===== src/rtl/scr1_pipe_vlsu.sv =====
`default_nettype none
// ============================================================================
// Module   : scr1_pipe_vlsu
// Purpose  : Vector load/store unit. Splits one LANES-element request into
//            32-bit DMEM beats at addr + i*stride, keeps up to MAX_OUTST
//            beats in flight and returns the vector or a precise exception.
// Options  : SCR1_VLSU_FAULT_IDX_EN adds vlsu2exu_fault_idx.
// Revision : 1.0 - initial release
// ============================================================================
module scr1_pipe_vlsu #(
    parameter int LANES     = 4,
    parameter int MAX_OUTST = 2,
    parameter int AWIDTH    = 32
) (
    input  logic                     clk,
    input  logic                     rst_n,
    input  logic                     exu2vlsu_req,
    input  logic                     exu2vlsu_we,
    input  logic [AWIDTH-1:0]        exu2vlsu_addr,
    input  logic [31:0]              exu2vlsu_stride,
    input  logic [LANES*32-1:0]      exu2vlsu_s_data,
    output logic                     vlsu2exu_rdy,
    output logic [LANES*32-1:0]      vlsu2exu_l_data,
    output logic                     vlsu2exu_exc,
    output logic [3:0]               vlsu2exu_exc_code,
`ifdef SCR1_VLSU_FAULT_IDX_EN
    output logic [$clog2(LANES)-1:0] vlsu2exu_fault_idx,
`endif
    output logic                     vlsu_busy,
    output logic                     vlsu2dmem_req,
    output logic                     vlsu2dmem_we,
    output logic [AWIDTH-1:0]        vlsu2dmem_addr,
    output logic [31:0]              vlsu2dmem_wdata,
    input  logic                     dmem2vlsu_req_ack,
    input  logic [31:0]              dmem2vlsu_rdata,
    input  logic [1:0]               dmem2vlsu_resp
);

    localparam int            IDXW    = $clog2(LANES);
    localparam int            CW      = IDXW + 1;
    localparam logic [CW-1:0] LANES_C = CW'(LANES);
    localparam logic [2:0]    MAXO_C  = 3'(MAX_OUTST);

    typedef enum logic [1:0] {
        ST_IDLE  = 2'd0,
        ST_ISSUE = 2'd1,
        ST_DRAIN = 2'd2,
        ST_DONE  = 2'd3
    } state_t;

    state_t                   state_q,     state_d;
    logic                     we_q,        we_d;
    logic [AWIDTH-1:0]        baddr_q,     baddr_d;
    logic [31:0]              stride_q,    stride_d;
    logic [LANES-1:0][31:0]   sdata_q,     sdata_d;
    logic [LANES-1:0][31:0]   lbuf_q,      lbuf_d;
    logic [CW-1:0]            issue_idx_q, issue_idx_d;
    logic [IDXW-1:0]          resp_idx_q,  resp_idx_d;
    logic [2:0]               outst_q,     outst_d;
    logic                     err_q,       err_d;
`ifdef SCR1_VLSU_FAULT_IDX_EN
    logic [IDXW-1:0]          fault_idx_q, fault_idx_d;
`endif

    logic [AWIDTH-1:0] w_stride_ext;
    logic              w_misalign;
    logic              w_in_xfer;
    logic              w_resp_vld;
    logic              w_resp_err;
    logic              w_err_now;
    logic              w_beat_req;
    logic              w_beat_acc;
    logic              w_done;

    // The running beat address advances by the sign-extended stride; wrap is intended.
    generate
        if (AWIDTH > 32) begin : g_stride_sext
            assign w_stride_ext = {{(AWIDTH-32){stride_q[31]}}, stride_q};
        end else begin : g_stride_trunc
            assign w_stride_ext = stride_q[AWIDTH-1:0];
        end
    endgenerate

    assign w_misalign = exu2vlsu_req & (state_q == ST_IDLE)
                      & ((|exu2vlsu_addr[1:0]) | (|exu2vlsu_stride[1:0]));
    assign w_in_xfer  = (state_q == ST_ISSUE) | (state_q == ST_DRAIN);
    assign w_resp_vld = w_in_xfer & (outst_q != 3'd0)
                      & ((dmem2vlsu_resp == 2'b01) | (dmem2vlsu_resp == 2'b10));
    assign w_resp_err = w_resp_vld & (dmem2vlsu_resp == 2'b10);
    // An error arriving this cycle already blocks the next beat.
    assign w_err_now  = err_q | w_resp_err;
    assign w_beat_req = (state_q == ST_ISSUE) & (issue_idx_q < LANES_C)
                      & (outst_q < MAXO_C) & ~w_err_now;
    assign w_beat_acc = w_beat_req & dmem2vlsu_req_ack;
    assign w_done     = (state_q == ST_DONE);

    always_comb begin
        state_d     = state_q;
        we_d        = we_q;
        baddr_d     = baddr_q;
        stride_d    = stride_q;
        sdata_d     = sdata_q;
        lbuf_d      = lbuf_q;
        issue_idx_d = issue_idx_q;
        resp_idx_d  = resp_idx_q;
        err_d       = err_q;
        outst_d     = outst_q + {2'b00, w_beat_acc} - {2'b00, w_resp_vld};
`ifdef SCR1_VLSU_FAULT_IDX_EN
        fault_idx_d = fault_idx_q;
`endif

        if (w_beat_acc) begin
            issue_idx_d = issue_idx_q + 1'b1;
            baddr_d     = baddr_q + w_stride_ext;
        end

        if (w_resp_vld) begin
            resp_idx_d = resp_idx_q + 1'b1;
            if (w_resp_err) begin
                err_d = 1'b1;
`ifdef SCR1_VLSU_FAULT_IDX_EN
                if (!err_q) begin
                    fault_idx_d = resp_idx_q;
                end
`endif
            end else if (!we_q && !err_q) begin
                lbuf_d[resp_idx_q] = dmem2vlsu_rdata;
            end
        end

        case (state_q)
            ST_IDLE: begin
                if (exu2vlsu_req && !w_misalign) begin
                    we_d     = exu2vlsu_we;
                    baddr_d  = exu2vlsu_addr;
                    stride_d = exu2vlsu_stride;
                    sdata_d  = exu2vlsu_s_data;
                    state_d  = ST_ISSUE;
                end
            end
            ST_ISSUE: begin
                if (err_d || (issue_idx_d == LANES_C)) begin
                    state_d = ST_DRAIN;
                end
            end
            ST_DRAIN: begin
                if (outst_d == 3'd0) begin
                    state_d = ST_DONE;
                end
            end
            ST_DONE: begin
                state_d     = ST_IDLE;
                issue_idx_d = '0;
                resp_idx_d  = '0;
                err_d       = 1'b0;
`ifdef SCR1_VLSU_FAULT_IDX_EN
                fault_idx_d = '0;
`endif
            end
            default: state_d = ST_IDLE;
        endcase
    end

    always_ff @(posedge clk or negedge rst_n) begin
        if (!rst_n) begin
            state_q     <= ST_IDLE;
            we_q        <= 1'b0;
            baddr_q     <= '0;
            stride_q    <= '0;
            sdata_q     <= '0;
            lbuf_q      <= '0;
            issue_idx_q <= '0;
            resp_idx_q  <= '0;
            outst_q     <= '0;
            err_q       <= 1'b0;
`ifdef SCR1_VLSU_FAULT_IDX_EN
            fault_idx_q <= '0;
`endif
        end else begin
            state_q     <= state_d;
            we_q        <= we_d;
            baddr_q     <= baddr_d;
            stride_q    <= stride_d;
            sdata_q     <= sdata_d;
            lbuf_q      <= lbuf_d;
            issue_idx_q <= issue_idx_d;
            resp_idx_q  <= resp_idx_d;
            outst_q     <= outst_d;
            err_q       <= err_d;
`ifdef SCR1_VLSU_FAULT_IDX_EN
            fault_idx_q <= fault_idx_d;
`endif
        end
    end

    assign vlsu2exu_rdy    = w_misalign | w_done;
    assign vlsu2exu_exc    = w_misalign | (w_done & err_q);
    assign vlsu2exu_l_data = w_done ? lbuf_q : '0;
    assign vlsu_busy       = (state_q != ST_IDLE);

    always_comb begin
        vlsu2exu_exc_code = 4'd0;
        if (w_misalign) begin
            vlsu2exu_exc_code = exu2vlsu_we ? 4'd6 : 4'd4;
        end else if (w_done && err_q) begin
            vlsu2exu_exc_code = we_q ? 4'd7 : 4'd5;
        end
    end

`ifdef SCR1_VLSU_FAULT_IDX_EN
    assign vlsu2exu_fault_idx = (w_done && err_q) ? fault_idx_q : '0;
`endif

    assign vlsu2dmem_req   = w_beat_req;
    assign vlsu2dmem_we    = w_beat_req & we_q;
    assign vlsu2dmem_addr  = baddr_q;
    assign vlsu2dmem_wdata = sdata_q[issue_idx_q[IDXW-1:0]];

`ifdef SCR1_SIM_ENV
    // A response with nothing in flight is a memory protocol error.
    a_unsolicited_resp: assert property (@(posedge clk) disable iff (!rst_n)
        ((dmem2vlsu_resp == 2'b01) || (dmem2vlsu_resp == 2'b10))
        |-> (w_in_xfer && (outst_q != 3'd0)));
`endif

endmodule
`default_nettype wire


===== config.mk =====
export PLATFORM = sky130hd
export DESIGN_NAME = scr1_pipe_vlsu
export DESIGN_NICKNAME = d
export VERILOG_FILES = /design/src/rtl/scr1_pipe_vlsu.sv
export SDC_FILE = /design/constraint.sdc
export NUM_CORES = 1
export LEC_CHECK = 0
export BUFFER_PORTS_ARGS = -buffer_cell sky130_fd_sc_hd__buf_2
export CORE_MARGIN = 3
export CORE_UTILIZATION = 53
export DETAILED_ROUTE_END_ITERATION = 16
export PLACE_DENSITY_LB_ADDON = 0.1
export SLEW_MARGIN = 20
export SYNTH_ARGS = -nofsm -noshare
export SYNTH_HDL_FRONTEND = slang
export SYNTH_SLANG_ARGS = --single-unit

===== constraint.sdc =====
create_clock -name clk -period 4.28 [get_ports clk]
set_input_delay 0.856 -clock clk [delete_from_list [all_inputs] [get_ports clk]]
set_output_delay 0.856 -clock clk [all_outputs]
set_load 0.05 [all_outputs]

==> results.md, run 1 <==
* Ys flop type: dfrtp_1
* Cell area power density at roughly 860 mW/mm^2
* Synth top area cells: dfrtp_1 52%, nand2_1 12%, mux2_2 8.9%
* Die X at 180 um
* Wirelength per Cell at around 18 um
* DRC viols at 0
* Final setup violation count at 0
* Layout cell share with drive strength beyond 1 at roughly a third
* Yosys reg bits at about 330
* Hold Vio Cnt, Final at 0
* Postcts setup bufs at 0
* Num Clock Sinks at 332
* Syn Inst Count at about 1,600
* Synth warn at 0
* Number of port buffers at between 400 and 500
* Yosys cell types at 64
* CP Capture Type: output port
* Worst R2R Path Depth at 16
* Final Non-Filler Cells at 2,418
* Hold bufs inserted after CTS at 0
* Pin count of the biggest net entering global routing at 129
* Util after Layout at between 60% and 70%
* Slew @ Worst Pin at between 0.8 and 0.9 ns
* Gp weighted congestion at 0.887
* Post-synth EDFFs at 0
* Worst-path clk slew at 0.06 ns
* Core area at roughly 0.030 mm^2
* Max-slew violation total from the final report at 0
* Grt ovf at 0
* Area share of the leading cell type in the synthesized netlist at 51.6%
* Routed via count at 12,894
* Placed Cells at ~2,400
* IO Count at between 400 and 500
* First-pass DRT Iterations at 5
* # Max-Cap Violations at 0
* Clk pwr share at 19.0%
* Critical-path cell list: ha_2 -> buf_12 -> and2_1 -> buf_2
* Psw at 7570 uW
* CTS buffer count at 37
* Syn Area/Cell at 10.1 um^2
* Routing usage on met3 at between 7 and 8%
* Post-route ant nets at 0
* Clk buf depth at 3
* Cell taking the most area after synthesis: dfrtp_1
* RSZ-0062 raised after global routing: no
* Most frequent cells in the layout: 528 x nand2_1, 429 x buf_2, 331 x dfrtp_1
* Die Ht at approximately 180 um
* Critical path depth at 4
* # H-tree levels at 2
* Initial Utilization at 54.1%
* Peak supply drop at between 400 and 500 uV
* HP Class: input port to async pin
* Post-cts sizing count at 0
* Post-DP Area at roughly 0.019 mm^2
* Final Instance Area at ~0.020 mm^2
* Post-DP HPWL at approximately 31 mm
* Rows at 63
* Static Leak at about 0.011 uW
* Critical Path Fanout Max at 81
* Worst Setup Start Kind: flop
* Synth-to-layout area growth at 24.2%
* Drt via density at about 5.3
* Met1 usage at between 30% and 40%
* First-pass GRT wire length at 70.1 mm
* CP Class: flop to output port
* Synthesized cell area at 0.0161 mm^2
* Most common cell after layout, fill and taps aside: nand2_1
* CP delay by family, top: adder cells
* Setup TNS at 0 ns
* Arrival @ worst endpoint at between 2 and 3 ns
* Fmax at between 0.2 and 0.3 GHz
* Comb pwr share at a little under 50%
* Async SR Flop Fraction at 100%
* Initial antenna violation count at 12
* GRT Max-Usage Layer: met2
* Normalized max-slew margin at between 40% and 50%
* Status: complete, no violations
* Clock skew at ~0.025 ns
* CP max stage cell: ha_2
* DRT iter0 DRCs at 700
* Post-synth net total at 1,867
* Final nets at 2,276
* Minimum clock period at 3.43 ns
* Tot GR Track Use at 26.4%
* Final Power at 17,100 uW
* Die ar. at about 0.033 mm^2
* CTS tree: done
* Vias in the first global route at 13,345
* Part of the power in registers at a little under a third
* Clk Tree Root Cell: clkbuf_16
* Sequential share of the synthesized area at between 50% and 60%
* Worst path required time at around 3.4 ns
* Met2 Usage GRT at approximately 45%
* Internal at ~9600 uW
* Slowest stage delay, CP at roughly 0.78 ns
* Final period util at ~80%
* Clk_lat worst skew at approximately 0.52 ns
* Switching share of power at around 44%
* Critical path buffers and inverters at 2
* Detailed Route WL at between 40 and 50 mm
cell type report:
| class | instances | area (um^2) |
|---|---|---|
| clock buffers | 53 | 1110 |
| repair buffers | 458 | 2450 |
| well taps | 390 | 488 |
| clock inverters | 8 | 151 |
| inverters | 24 | 90.1 |
| flip-flops and latches | 332 | 8310 |
| multi-input cells | 1146 | 7400 |
| fillers | 2450 | 9790 |
| diodes | 7 | 17.5 |
state kept, by name, indices dropped and copies added, names as in the netlist, 2 cells and up:
name / flops
issue_idx_q: 3
lbuf_q: 128
outst_q: 3
resp_idx_q: 2
sdata_q: 128
state_q: 2
stride_q: 32
vlsu2dmem_addr: 32
cell usage after synthesis (10+ instances only):
| cell | count |
|---|---|
| a21o_1 | 17 |
| a21oi_1 | 54 |
| and2_1 | 133 |
| and3_1 | 10 |
| buf_1 | 18 |
| clkbuf_1 | 63 |
| dfrtp_1 | 332 |
| ha_1 | 44 |
| inv_1 | 22 |
| mux2_2 | 128 |
| mux4_2 | 32 |
| nand2_1 | 528 |
| nand3_1 | 13 |
| nor2_1 | 43 |
| o21ai_0 | 28 |
| xnor2_1 | 18 |
metal layers:
layer / up-vias / part of all wire (%)
met1: 6264 / 41
met4: 10 / 3.1
met2: 449 / 48
li1: 6085 / -
met3: 86 / 7.9
met5: - / 0.099
power groups by stage:
stage | Sequential [uW] | Combinational, uW | Clock (uW)
final | 5420 | 8460 | 3260
after global routing | 5600 | 9170 | 3470
after CTS | 5420 | 8500 | 3330
after detailed placement | 5460 | 8460 | 0
after global placement | 5400 | 8310 | 0
after floorplan | 5620 | 6160 | 0
stage by stage:
stage | setup slack (ns) | hold slack (ns)
floorplan | 0.0266 | 0.440
global placement | 0.505 | 0.452
detailed placement | 0.449 | 0.457
CTS | 0.805 | 0.429
global route | 0.665 | 0.462
finish | 0.849 | 0.365
cells by family after synthesis:
family | Yosys count | share of synthesized area [%]
buf+inv | 112 | 2.70
fa+ha+maj | 46 | 3.67
compound gates | 151 | 6.36
simple gates | 759 | 20.7
mux | 163 | 13.6
flops | 332 | 51.6
other cells | 1 | 0.0233
xor+xnor | 26 | 1.41
final timing paths:
path,from,endpoint,slack (ns)
max,state_q[0],vlsu2exu_l_data[80],0.85
min,rst_n,vlsu2dmem_addr[13],0.37
max reg2reg,state_q[0],state_q[1],0.92
min reg2reg,sdata_q[66],sdata_q[66],0.46
max in group asynchronous,rst_n,sdata_q[87],2.81
min in group clk,sdata_q[66],sdata_q[66],0.46
Note: power is estimated with default switching activity, not from simulation.
==> run 2: changes to the inputs <==
Settings changed: CORE_UTILIZATION 53 to 48.
Clock period 4.28 ns to 2.8 ns, I/O delays scaled along.
==> run 2 against run 1 <==
The run now ends with setup timing left. Sequential cell count is the same. Final cell count is 4.1% higher. Via count rose by 0.48%. Utilization shrank 4.1 points. Clock-buffer cell count increased by 4. Non-clock buffer count rose by 41. Register-to-register slack worse by 1.1 ns. Worst setup slack worse by 1.1 ns. Clock power up 44%.
==> results.md, run 2 (synthesized netlist as in run 1, its figures left out) <==
* IO Count at 432 (unchanged)
* Rows at 66 (was 63)
* Worst path required time at 3.23 ns (was 3.42 ns)
* Worst Setup Start Kind: flop (unchanged)
* Clk_lat worst skew at 0.52 ns (about the same)
* Tot GR Track Use at 24.2% (was 26.4%)
* Peak supply drop at 553 uV (was 433 uV)
* Final nets at 2,318 (was 2,276)
* Initial antenna violation count at 18 (was 12)
* Hold Vio Cnt, Final at 0 (unchanged)
* Routed via count at 12,956 (was 12,894)
* Cell area power density at 1290 mW/mm^2 (was 857 mW/mm^2)
* Grt ovf at 0 (unchanged)
* Pre-CTS setup slack at -0.620 ns (was 0.449 ns)
* Failing checks: setup timing
* Drt via density at 5.15 (was 5.33)
* Gp weighted congestion at 0.853 (was 0.887)
* Most frequent cells in the layout: 528 x nand2_1, 427 x buf_2, 328 x dfrtp_1 (was 528 x nand2_1, 429 x buf_2, 331 x dfrtp_1)
* First-pass DRT Iterations at 5 (unchanged)
* Core area at 0.0328 mm^2 (was 0.0298 mm^2)
* Hold bufs inserted after CTS at 0 (unchanged)
* Num Clock Sinks at 332 (unchanged)
* Status: finished, violations left (was complete, no violations)
* Setup TNS at -0.373 ns (was 0 ns)
* Detailed Route WL at 44.2 mm (was 43.3 mm)
* RSZ-0062 raised after global routing: yes (was no)
* Clk Tree Root Cell: clkbuf_16 (unchanged)
* Layout cell share with drive strength beyond 1 at 37.2% (was 34.5%)
* Fillers at 2,871 (was 2,450)
* Post-route ant nets at 0 (unchanged)
* CTS buffer count at 38 (was 37)
* CP Class: flop to flop (was flop to output port)
* Critical Path Fanout Max at 3 (was 81)
* Vias in the first global route at 13,328 (was 13,345)
* Final setup violation count at 2 (was 0)
* Max-slew violation total from the final report at 0 (unchanged)
* Biggest regs: lbuf_q x128, sdata_q x128 (unchanged)
* Final Non-Filler Cells at 2,516 (was 2,418)
* Most common cell after layout, fill and taps aside: nand2_1 (unchanged)
* CTS tree: done (unchanged)
* Initial Utilization at 49.1% (was 54.1%)
* Util after Layout at 63.1% (was 67.1%)
* Placed Cells at 2,433 (was 2,350)
* # Max-Cap Violations at 0 (unchanged)
* # H-tree levels at 2 (unchanged)
* First-pass GRT wire length at 69.8 mm (was 70.1 mm)
* HP Class: input port to async pin (unchanged)
* Final period util at 108%
* Fmax at about 0.33 GHz
* DRC viols at 0 (unchanged)
* Die ar. at 0.0358 mm^2 (was 0.0325 mm^2)
* Final Power at 26,800 uW (was 17,100 uW)
* Slew @ Worst Pin at 0.606 ns (was 0.898 ns)
* Clock skew at 0.0138 ns (was 0.0245 ns)
* CP Capture Type: flop (was output port)
* Worst-path clk slew at 0.05 ns (was 0.06 ns)
* Post-DP HPWL at 31.3 mm (was 31.1 mm)
* Static Leak at 0.0109 uW (was 0.0107 uW)
* Minimum clock period at 3.02 ns
* Number of port buffers at 430 (unchanged)
* Arrival @ worst endpoint at 3.45 ns (was 2.58 ns)
* Setup slack after layout at -0.221 ns (was 0.849 ns)
* Wirelength per Cell at 17.6 um (was 17.9 um)
* Synth-to-layout area growth at 28.4% (was 24.2%)
* Die Ht at 189 um (was 180 um)
* Die X at 189 um (was 180 um)
* DRT iter0 DRCs at 669 (was 700)
* Clk buf depth at 3 (unchanged)
* Normalized max-slew margin at 59.6% (was 40.2%)
* Pin count of the biggest net entering global routing at 100 (was 129)
## run 2: worst paths after layout
path	to	slack, ns	from	cells after the start
setup / recovery	state_q[1]	-0.22	state_q[1]	16
hold / removal	stride_q[14]	0.00006	rst_n	1
setup reg to reg	state_q[1]	-0.22	state_q[1]	16
hold reg to reg	sdata_q[110]	0.47	sdata_q[110]	2
max in group asynchronous	sdata_q[38]	1.96	rst_n	2
min in group clk	sdata_q[24]	0.23	exu2vlsu_s_data[24]	3
## run 2: worst max-delay path, stage by stage (launching register included)
cell and delay (ns):
dfrtp_1 0.35, inv_2 0.06, ha_4 0.26, inv_2 0.04, o41ai_4 0.36, nor3b_4 0.07, and2_4 0.16, clkinv_4 0.05
ha_4 0.18, inv_2 0.06, ha_4 0.11, inv_2 0.03, fa_1 0.49, inv_2 0.04, o31a_1 0.30, nor3_2 0.17
mux2i_1 0.21
## run 2: final cells by class
type | instances | area [um^2] | area share [%]
Sequential cell | 332 | 8310 | 40.2
Multi-Input combinational cell | 1146 | 7560 | 36.5
Timing Repair Buffer | 499 | 2950 | 14.3
Clock buffer | 57 | 1130 | 5.48
Tap cell | 442 | 553 | 2.67
Inverter | 24 | 103 | 0.496
Clock inverter | 9 | 48.8 | 0.236
Antenna cell | 7 | 17.5 | 0.0847
## run 2: what timing repair did
item | in CTS | in global routing
pin swaps | 5 | 18
gates resized for setup | 13 | 13
gates cloned | 0 | 1
setup endpoints to repair | 10 | 31
buffers inserted | 6 | 4
## run 2: layer usage
metal	global-route usage (%)	share of wire (%)	vias up
li1	-	-	6177
met1	30.2	41	6295
met2	40.9	49	364
met3	7.68	8.1	96
met4	6.62	2.5	24
met5	0	0.34	-
## run 2: report_power, final
group          switching (uW)  leakage [uW]  internal [uW]
Clock                    1920      0.000592           2790
Sequential               1230       0.00418           7010
Combinational            8640       0.00618           5170
Total                   11800        0.0109          15000
## run 2: per-stage QoR
step,hold slack [ns],area (um^2)
floorplan,0.264,16200
global placement,0.453,19300
detailed placement,0.457,19300
CTS,0.00733,20500
global route,0.0267,20700
finish,0.0000556,20700
==> run 3: changes to the inputs <==
Settings changed: ABC_AREA set to 1, CORE_UTILIZATION 48 to 49.
==> run 3 against run 2 <==
The flow now finishes without violations. Non-clock buffer count decreased by 30. Register-to-register slack improved by 0.34 ns. Area after synthesis grew 5.7%. First-iteration DRC count grew 62%. Design area grew 3.0%. Synthesized cell count up 47%. Critical path type is now flop to output port. Critical endpoint is now vlsu2dmem_wdata[23]. Largest cell class unchanged. Largest power group unchanged. Highest routed layer unchanged.
==> results.md, run 3 <==
* Status: complete, no violations (was finished, violations left)
* Minimum clock period at 2.69 ns (was 3.02 ns)
* Die Ht at 192 um (was 189 um)
* Part of the power in registers at 32.2% (was 30.8%)
* Die ar. at 0.0370 mm^2 (was 0.0358 mm^2)
* CP max stage cell: dfrtp_2 (was fa_1)
* Tot GR Track Use at 27.0% (was 24.2%)
* Worst Setup Start Kind: flop (unchanged)
* Cell taking the most area after synthesis: dfrtp_1 (unchanged)
* Ys flop type: dfrtp_1 (unchanged)
* Clk buf depth at 3 (unchanged)
* Switching share of power at 46.1% (was 44.1%)
* Pin count of the biggest net entering global routing at 196 (was 100)
* Initial Utilization at 50.3% (was 49.1%)
* Hold Vio Cnt, Final at 0 (unchanged)
* Final Power at 25,300 uW (was 26,800 uW)
* Yosys reg bits at 332 (unchanged)
* Clk_lat worst skew at 0.56 ns (was 0.52 ns)
* Arrival @ worst endpoint at 2.13 ns (was 3.45 ns)
* Gp weighted congestion at 0.935 (was 0.853)
* Initial antenna violation count at 7 (was 18)
* Post-DP HPWL at 35.8 mm (was 31.3 mm)
* HP Class: input port to flop (was input port to async pin)
* Post-synth net total at 2,618 (was 1,867)
* Fmax at 0.372 GHz (was 0.331 GHz)
* Synth-to-layout area growth at 25.1% (was 28.4%)
* Count leader, synth: nand2_1 (unchanged)
* Final setup violation count at 0 (was 2)
* Slew @ Worst Pin at 1.00 ns (was 0.606 ns)
* Routed via count at 15,968 (was 12,956)
* Internal at 13,700 uW (was 15,000 uW)
* # H-tree levels at 2 (unchanged)
* First-pass GRT wire length at 80.1 mm (was 69.8 mm)
* Post-DP Area at 0.0199 mm^2 (was 0.0193 mm^2)
* Layout cell share with drive strength beyond 1 at 20.5% (was 37.2%)
* Wirelength per Cell at 15.8 um (was 17.6 um)
* RSZ-0062 raised after global routing: yes (unchanged)
* Clk pwr share at 20.6% (was 17.6%)
* Max-slew violation total from the final report at 0 (unchanged)
* # Max-Cap Violations at 0 (unchanged)
* Clk Tree Root Cell: clkbuf_16 (unchanged)
* Peak supply drop at 760 uV (was 553 uV)
* Die X at 192 um (was 189 um)
* Yosys cell types at 30 (was 64)
* Vias in the first global route at 15,635 (was 13,328)
* Psw at 11,700 uW (was 11,800 uW)
* Synth warn at 0 (unchanged)
* CTS tree: done (unchanged)
* Most common cell after layout, fill and taps aside: nand2_1 (unchanged)
* Most frequent cells in the layout: 998 x nand2_1, 427 x buf_2, 331 x dfrtp_1 (was 528 x nand2_1, 427 x buf_2, 328 x dfrtp_1)
* Final nets at 3,020 (was 2,318)
* Cell area power density at 1190 mW/mm^2 (was 1290 mW/mm^2)
* Async SR Flop Fraction at 100% (unchanged)
* Normalized max-slew margin at 33.1% (was 59.6%)
* Core area at 0.0339 mm^2 (was 0.0328 mm^2)
* Comb pwr share at 47.2% (was 51.6%)
* Rows at 67 (was 66)
* CTS buffer count at 39 (was 38)
* IO Count at 432 (unchanged)
* Final Instance Area at 0.0213 mm^2 (was 0.0207 mm^2)
* Sequential share of the synthesized area at 48.8% (was 51.6%)
* Synth top area cells: dfrtp_1 49%, nand2_1 22%, inv_1 6.5% (was dfrtp_1 52%, nand2_1 12%, mux2_2 8.9%)
* Static Leak at 0.0129 uW (was 0.0109 uW)
* First-pass DRT Iterations at 8 (was 5)
* Worst-path clk slew at 0.06 ns (was 0.05 ns)
* Clock skew at 0.0162 ns (was 0.0138 ns)
* Grt ovf at 0 (unchanged)
* Synthesized cell area at 0.0170 mm^2 (was 0.0161 mm^2)
* Final Non-Filler Cells at 3,223 (was 2,516)
* DRT iter0 DRCs at 1,087 (was 669)
* Area share of the leading cell type in the synthesized netlist at 48.8% (was 51.6%)
* Placed Cells at 3,142 (was 2,433)
* Critical Path Fanout Max at 19 (was 3)
* Critical-path cell list: inv_2 -> buf_4 -> o21ai_0 -> o22ai_1 -> buf_2 (was inv_2 -> ha_4 -> inv_2 -> o41ai_4 -> nor3b_4 -> and2_4 -> clkinv_4 -> ha_4 -> inv_2 -> ha_4 -> inv_2 -> fa_1 -> inv_2 -> o31a_1 -> nor3_2 -> mux2i_1)
* Final period util at 95.9% (was 108%)
* Worst path required time at 2.24 ns (was 3.23 ns)
* Biggest regs: lbuf_q x128, sdata_q x128 (unchanged)
* Number of port buffers at 430 (unchanged)
* CP Class: flop to output port (was flop to flop)
* Post-route ant nets at 0 (unchanged)
* Util after Layout at 62.9% (was 63.1%)
* Commonest cells post-synth: 1,000 x nand2_1, 332 x dfrtp_1, 296 x inv_1 (was 528 x nand2_1, 332 x dfrtp_1, 133 x and2_1)
* Syn Area/Cell at 7.27 um^2 (was 10.1 um^2)
* DRC viols at 0 (unchanged)
* Slowest stage delay, CP at 0.41 ns (was 0.49 ns)
* Syn Inst Count at 2,341 (was 1,590)
* CP Capture Type: output port (was flop)
* Detailed Route WL at 51.0 mm (was 44.2 mm)
* Post-synth EDFFs at 0 (unchanged)
* Num Clock Sinks at 332 (unchanged)
* Drt via density at 4.95 (was 5.15)
## run 3: changes by cell type in the layout (fill, tap and decap cells not counted), moves of 101 or more
| cell | change |
|---|---|
| and2_1 | -129 |
| nand2_1 | +470 |
| nor2_1 | +101 |
| o21ai_0 | +184 |
| mux2_2 | -128 |
| inv_1 | +274 |
## run 3: final cells by class
class	count	area, um^2
Tap cell	448	561
Fill cell	3131	12600
Clock buffer	58	1180
Inverter	299	1130
Clock inverter	11	145
Sequential cell	332	8310
Antenna cell	4	10.0
Timing Repair Buffer	469	2720
Multi-Input combinational cell	1602	7250
## run 3: worst max-delay path, delay by kind of cell (launching register included)
family | cells | cell delay, ns
AOI/OAI and AO/OA | 2 | 0.29
DFF | 1 | 0.41
buffers and inverters | 3 | 0.87
## run 3: path summary, 6_finish.rpt
kind	cells past startpoint	end	startpoint	slack, ns
max	5	vlsu2dmem_wdata[23]	issue_idx_q[0]	0.11
min	3	stride_q[14]	exu2vlsu_stride[14]	0.20
max in group asynchronous	3	vlsu2dmem_addr[29]	rst_n	1.49
max reg2reg	16	state_q[0]	state_q[0]	0.11
min in group asynchronous	2	vlsu2dmem_addr[20]	rst_n	0.58
min reg2reg	2	sdata_q[89]	sdata_q[89]	0.47
## run 3: per-stage QoR
step | setup WS, ns | hold WS (ns) | TNS (ns)
after floorplan | 0.00765 | 0.264 | 0
after global placement | -0.0674 | 0.457 | -0.134
after detailed placement | -0.126 | 0.460 | -0.245
after CTS | 0.0103 | 0.174 | 0
after global routing | -0.0312 | 0.184 | -0.0494
final | 0.114 | 0.200 | 0
## run 3: per-layer routing
| metal | GRT usage (%) | vias to the layer above | part of all wire, % |
|---|---|---|---|
| li1 | - | 7984 | - |
| met1 | 36.7 | 7368 | 44 |
| met2 | 43.0 | 513 | 46 |
| met3 | 6.72 | 95 | 7.8 |
| met4 | 8.07 | 8 | 2.6 |
| met5 | 0 | - | 0.11 |
## run 3: repair_timing
item | 4_1_cts | 5_1_grt
endpoints found under the hold margin | 23 | 0
resized for setup | 5 | 9
pin swaps | 1 | 9
hold buffers | 1 | 0
setup buffers | 1 | 6
endpoints found under the setup margin | 39 | 10
## run 3: logic make-up after synthesis
family | after synthesis | share of synthesized area (%)
simple gates | 1220 | 27.9
fa+ha+maj | 46 | 3.47
flops | 332 | 48.8
buf+inv | 407 | 9.30
xor+xnor | 12 | 0.617
other cells | 1 | 0.0220
compound gates | 323 | 9.88
## run 3: power by group through the flow
stage / clock network [uW] / registers [uW] / logic [uW]
after floorplan: 0 / 8570 / 8160
after global placement: 0 / 8110 / 12000
after detailed placement: 0 / 8180 / 12200
after CTS: 5340 / 8140 / 11900
after global routing: 5540 / 8400 / 13300
final: 5230 / 8160 / 12000
